==> config.mk <==
export PLATFORM = sky130hd
export DESIGN_NAME = addsub_accum
export DESIGN_NICKNAME = d
export VERILOG_FILES = /design/src/rtl/addsub_accum_pkg.sv /design/src/rtl/addsub_accum_add_sub.sv /design/src/rtl/addsub_accum.sv
export SDC_FILE = /design/constraint.sdc
export NUM_CORES = 1
export LEC_CHECK = 0
export CAP_MARGIN = 20
export CORE_MARGIN = 2
export CORE_UTILIZATION = 30
export DETAILED_ROUTE_END_ITERATION = 16
export PLACE_DENSITY_LB_ADDON = 0.08
export SYNTH_ARGS = -nofsm -noshare
export SYNTH_HDL_FRONTEND = slang
export SYNTH_HIERARCHICAL = 1
export SYNTH_SLANG_ARGS = --single-unit
==> constraint.sdc <==
create_clock -name clk -period 2.72 [get_ports clk]
set_clock_uncertainty 0.05 [all_clocks]
set_input_delay 0.408 -clock clk [delete_from_list [all_inputs] [get_ports clk]]
set_output_delay 0.408 -clock clk [all_outputs]
set_load 0.01 [all_outputs]
==> src/rtl/addsub_accum_pkg.sv <==
// Shared definitions for the addsub_accum streaming accumulator.
//   WIDTH_DEF : default operand / accumulator width (matches add_sub)
//   OP_ADD / OP_SUB : encoding of the per-beat operation select
//   state_t   : accumulator FSM state encoding
package addsub_accum_pkg;

    localparam int WIDTH_DEF = 16;

    localparam logic OP_ADD = 1'b0;
    localparam logic OP_SUB = 1'b1;

    typedef enum logic [1:0] {
        ST_IDLE  = 2'd0,
        ST_ACCUM = 2'd1,
        ST_DONE  = 2'd2
    } state_t;

endpackage

==> src/rtl/addsub_accum_add_sub.sv <==
// add_sub: combinational two's-complement adder/subtractor core.
//   a, b : operands (WIDTH)
//   sel  : OP_ADD -> s = a + b, OP_SUB -> s = a - b
//   s    : result modulo 2^WIDTH
//   cout : carry out (for subtract, 1 means no borrow)
//   v    : signed overflow
module add_sub
    import addsub_accum_pkg::*;
#(
    parameter int WIDTH = WIDTH_DEF
) (
    input  logic [WIDTH-1:0] a,
    input  logic [WIDTH-1:0] b,
    input  logic             sel,
    output logic [WIDTH-1:0] s,
    output logic             cout,
    output logic             v
);

    logic [WIDTH-1:0] b_eff;
    logic [WIDTH:0]   sum;

    // Subtraction is a + ~b + 1; the +1 enters as the carry-in.
    assign b_eff = (sel == OP_SUB) ? ~b : b;
    assign sum   = {1'b0, a} + {1'b0, b_eff} + {{WIDTH{1'b0}}, (sel == OP_SUB)};
    assign s     = sum[WIDTH-1:0];
    assign cout  = sum[WIDTH];
    // Overflow when both effective operands share a sign the result does not.
    assign v     = (a[WIDTH-1] == b_eff[WIDTH-1]) && (s[WIDTH-1] != a[WIDTH-1]);

endmodule

==> src/rtl/addsub_accum.sv <==
// addsub_accum: folds a burst of add/subtract operand beats into an
// accumulator through add_sub and presents the burst result on a
// valid/ready port.
//   clk, rst_n          : clock, asynchronous active-low reset
//   in_valid/in_ready   : operand beat handshake
//   in_op, in_data      : operation (0 add, 1 sub) and operand
//   in_last             : final beat of the burst
//   out_valid/out_ready : result handshake
//   out_acc             : final accumulator
//   out_ovf             : sticky signed overflow across the burst
//   out_carry           : carry of the last beat (sub: 1 = no borrow)
//   out_count           : beats accepted, saturating at all-ones
module addsub_accum
    import addsub_accum_pkg::*;
#(
    parameter int WIDTH = WIDTH_DEF,
    parameter int CNT_W = 8
) (
    input  logic             clk,
    input  logic             rst_n,
    input  logic             in_valid,
    output logic             in_ready,
    input  logic             in_op,
    input  logic [WIDTH-1:0] in_data,
    input  logic             in_last,
    output logic             out_valid,
    input  logic             out_ready,
    output logic [WIDTH-1:0] out_acc,
    output logic             out_ovf,
    output logic             out_carry,
    output logic [CNT_W-1:0] out_count
);

    state_t           state_reg, state_next;
    logic [WIDTH-1:0] acc_reg;
    logic             ovf_reg;
    logic             carry_reg;
    logic [CNT_W-1:0] count_reg;
    logic             in_ready_reg;

    logic [WIDTH-1:0] sum_s;
    logic             sum_cout;
    logic             sum_v;
    logic             beat;
    logic             result_ack;

    add_sub #(.WIDTH(WIDTH)) u_add_sub (
        .a    (acc_reg),
        .b    (in_data),
        .sel  (in_op),
        .s    (sum_s),
        .cout (sum_cout),
        .v    (sum_v)
    );

    assign beat       = in_valid && in_ready_reg;
    assign result_ack = (state_reg == ST_DONE) && out_ready;

    always_comb begin
        state_next = state_reg;
        case (state_reg)
            ST_IDLE, ST_ACCUM: begin
                if (beat) begin
                    state_next = in_last ? ST_DONE : ST_ACCUM;
                end
            end
            ST_DONE: begin
                if (out_ready) begin
                    state_next = ST_IDLE;
                end
            end
            default: state_next = ST_IDLE;
        endcase
    end

    always_ff @(posedge clk or negedge rst_n) begin
        if (!rst_n) begin
            state_reg    <= ST_IDLE;
            acc_reg      <= '0;
            ovf_reg      <= 1'b0;
            carry_reg    <= 1'b0;
            count_reg    <= '0;
            in_ready_reg <= 1'b0;
        end else begin
            state_reg    <= state_next;
            // Registered so in_ready stays low through reset and has no
            // combinational path from any input.
            in_ready_reg <= (state_next != ST_DONE);
            if (beat) begin
                acc_reg   <= sum_s;
                ovf_reg   <= ovf_reg | sum_v;
                carry_reg <= sum_cout;
                if (count_reg != {CNT_W{1'b1}}) begin
                    count_reg <= count_reg + CNT_W'(1);
                end
            end else if (result_ack) begin
                // Carry is left as-is; it is rewritten by the next burst's beats.
                acc_reg   <= '0;
                ovf_reg   <= 1'b0;
                count_reg <= '0;
            end
        end
    end

    assign in_ready  = in_ready_reg;
    assign out_valid = (state_reg == ST_DONE);
    assign out_acc   = acc_reg;
    assign out_ovf   = ovf_reg;
    assign out_carry = carry_reg;
    assign out_count = count_reg;

endmodule

==> results of run 1 <==
-- area by class of cell --
cell class / count / area share
clock buffer: 7 / 0.0268
sequential: 29 / 0.225
timing repair buffer: 94 / 0.262
inverter: 7 / 0.00815
multi-input combinational: 175 / 0.431
tap: 99 / 0.0384
clock inverter: 1 / 0.00931
-- final timing paths --
path / from / end / cells past startpoint
max: in_data[0] / out_acc[14] / 11
max in group asynchronous: rst_n / out_count[0] / 2
max reg2reg: out_acc[0] / out_acc[14] / 10
min in group asynchronous: rst_n / out_acc[6] / 2
min: out_carry / out_carry / 2
min reg2reg: out_carry / out_carry / 2
-- layer usage --
layer,global-route usage,part of all wire,vias up
met5,0,0,-
met3,0.0319,0.032,4
li1,-,-,990
met1,0.219,0.53,955
met2,0.240,0.43,39
met4,0.0436,0.011,0
-- where the power goes --
group,switching (mW),internal (mW),total (mW)
clock network,0.181,0.299,0.480
logic,0.950,1.27,2.22
registers,0.183,0.606,0.789
-- cell usage after synthesis (2+ instances only) --
library cell	number
dfrtp_1	29
xor2_1	21
nand2_1	18
ha_1	17
a22o_1	16
a21oi_1	15
o21ai_0	9
xnor2_1	9
nand3_1	8
inv_1	7
buf_6	5
and2_1	4
nor2_1	4
nor2b_1	4
o21a_1	4
buf_2	3
o22ai_1	3
a211oi_2	2
and4_1	2
mux2i_1	2
nand2b_1	2
nand3b_1	2
nand4_1	2
nor3_1	2
o211ai_1	2
-- timing repair --
action / CTS / global route
setup buffers: 5 / 0
hold buffers: 0 / 0
pin swaps: 8 / 0
hold endpoints to repair: 0 / 0
gates resized for setup: 5 / 1
setup endpoints to repair: 3 / 1
-- worst max-delay path: stages --
cell and delay (ns):
clkdlybuf4s50_1 0.50, mux2_4 0.31, inv_1 0.07, fa_1 0.19, nor2b_1 0.07, o311ai_1 0.25, nand2_1 0.12, a41o_1 0.30
o2bb2ai_2 0.20, xnor2_1 0.09, a22o_1 0.20
-- stage by stage --
stage	hold slack [ns]	utilization
2_1_floorplan	0.0624	-
3_3_place_gp	0.411	0.423
3_5_place_dp	0.414	0.423
4_1_cts	0.425	0.446
5_1_grt	0.446	0.447
6_report	0.427	0.447
-- cell families (layout without fill, tap and decap cells) --
logic type | after synthesis | in the layout | synth area share
and+or+nand+nor | 54 | 54 | 0.131
xor gates and xnor gates | 30 | 30 | 0.119
muxes | 4 | 4 | 0.0209
AOI/OAI and AO/OA | 69 | 69 | 0.245
adders and majority gates | 18 | 18 | 0.105
buffers and inverters | 16 | 109 | 0.0509
DFF | 29 | 29 | 0.328
==> results.rst, run 1 <==
.. list-table::
   :header-rows: 1

   * - Metric
     - Value
   * - Maximum achievable frequency
     - 0.388 GHz
   * - Number of flip-flops under the largest register name
     - 16
   * - Total of warnings raised by yosys
     - 6
   * - Number of placed cells counting well taps
     - 399
   * - Die Wd
     - 89.9 µm
   * - Number of clock buffers inserted by TritonCTS
     - 5
   * - Pin count of the biggest net entering global routing
     - 30
   * - Area of the placeable core
     - 7210 µm²
   * - Min setup slack post-route
     - 0.141 ns
   * - Synth Net Count
     - 260
   * - Number of slew-limit violations in the final report
     - 0
   * - I/O Pins
     - 50
   * - # H-tree levels
     - 2
   * - RSZ-0062 raised after global routing
     - false
   * - Cell leakage power
     - 1.43 nW
   * - Multi-input gate area in the final layout
     - 1390 µm²
   * - Actual slew at the worst max-slew pin
     - 0.551 ns
   * - Number of search-and-repair iterations in the first detailed-routing pass
     - 4
   * - Overflow left after global routing
     - 0
   * - Avg Vias per Cell
     - 4.83
   * - Routability cong.
     - 0.781
   * - Leading cell type in the layout, fill and taps excluded
     - clkdlybuf4s50_1
   * - Die area
     - 8080 µm²
   * - Nets@finish
     - 352
   * - Synth area leaders
     - dfrtp_1, ha_1, xor2_1, a22o_1, xnor2_1
   * - Worst setup path class
     - input pin to register
   * - Layout cell share with drive strength beyond 1
     - 0.214
   * - Final Cycle Share
     - 0.948
   * - Global-route usage over all layers
     - 0.155
   * - Worst-case headroom to the max-slew limit
     - 0.632
   * - Portion of the post-synthesis area used by sequential elements
     - 0.328
   * - Clk_lat worst skew
     - 0.28 ns
   * - Post-route ant nets
     - 0
   * - Post-layout min period
     - 2.58 ns
   * - Initial DRC count
     - 73
   * - Number of antenna violations at the first check in global routing
     - 0
   * - Fin cells
     - 412
   * - Number of rows in the core area
     - 31
   * - Area grow syn2layout
     - 45.8%
   * - Outcome
     - complete, no violations
   * - Predominant post-synthesis flop cell
     - dfrtp_1
   * - Total detailed-routing wirelength
     - 5850 µm
   * - Count of unresolved DRC violations after routing
     - 0
   * - Path class of the lowest-slack min-delay path
     - register to register
   * - CTS Buffer Depth
     - 2
   * - Number of I/O port buffers
     - 49
   * - Setup TNS after final layout
     - 0 ns
   * - Category of the worst setup path capture point
     - register
   * - Flop-to-flop setup slack
     - 0.39 ns
   * - HPWL after detailed placement
     - 4320 µm
   * - Asr flop ratio synth
     - 1.00
   * - Clk root buf
     - clkbuf_8
   * - Synthesized instance count
     - 220
   * - Arrival time of the worst setup path
     - 2.70 ns
   * - Initial Util
     - 0.307
   * - Placement-stage worst setup slack
     - -0.334 ns
   * - Highest-count cells in the layout ignoring fill and taps
     - clkdlybuf4s50_1, buf_4, dfrtp_1
   * - Cell accounting for the most synthesized area
     - dfrtp_1
   * - Antenna cell count
     - 0
   * - Critical-path maximum fanout
     - 3
   * - IR Drop Worst-Case VDD
     - 0.000417 V
   * - Sequential cell area
     - 726 µm²
   * - Clock sink total
     - 29
   * - Wire length of the first global-routing pass
     - 10100 µm
   * - Post-synth EDFFs
     - 0
   * - Average instance area after synthesis
     - 10.1 µm²
   * - Worst Path Required
     - 2.84 ns
   * - Instance area after placement
     - 3050 µm²
   * - Clk slew on worst S/H paths
     - 0.07 ns
   * - Vias in the first global route
     - 2048
   * - TritonCTS clock tree
     - done
   * - DR vias
     - 1988
   * - Pwr dens
     - 1080 nW/µm²
   * - Unique cell type count in the Yosys netlist
     - 53
   * - Final hold viol count
     - 0
   * - Design Power
     - 3.49 mW
   * - Share of the synthesized area in the top cell type
     - 0.328
   * - Die height
     - 89.9 µm
   * - Routed wire length per instance
     - 14.2 µm
   * - Mapped cell area
     - 2210 µm²
   * - Final setup vio count
     - 0
   * - Summed area of non-filler cells in the final layout
     - 3220 µm²
   * - Kind of launch point of the worst setup path
     - input pin
   * - Fill cell count
     - 748
   * - Max-cap violations
     - 0
   * - Total of flip-flops plus latches after synthesis
     - 29
(Power assumes the default switching activity.)
==> inputs of run 2 (changes only) <==
--- a/config.mk
+++ b/config.mk
@@ -10,6 +10,7 @@
 export CORE_UTILIZATION = 30
 export DETAILED_ROUTE_END_ITERATION = 16
 export PLACE_DENSITY_LB_ADDON = 0.08
+export SKIP_LAST_GASP = 1
 export SYNTH_ARGS = -nofsm -noshare
 export SYNTH_HDL_FRONTEND = slang
 export SYNTH_HIERARCHICAL = 1
==> results of run 2 <==
Same layout as run 1: the final DEF is identical, and so are final timing and power.
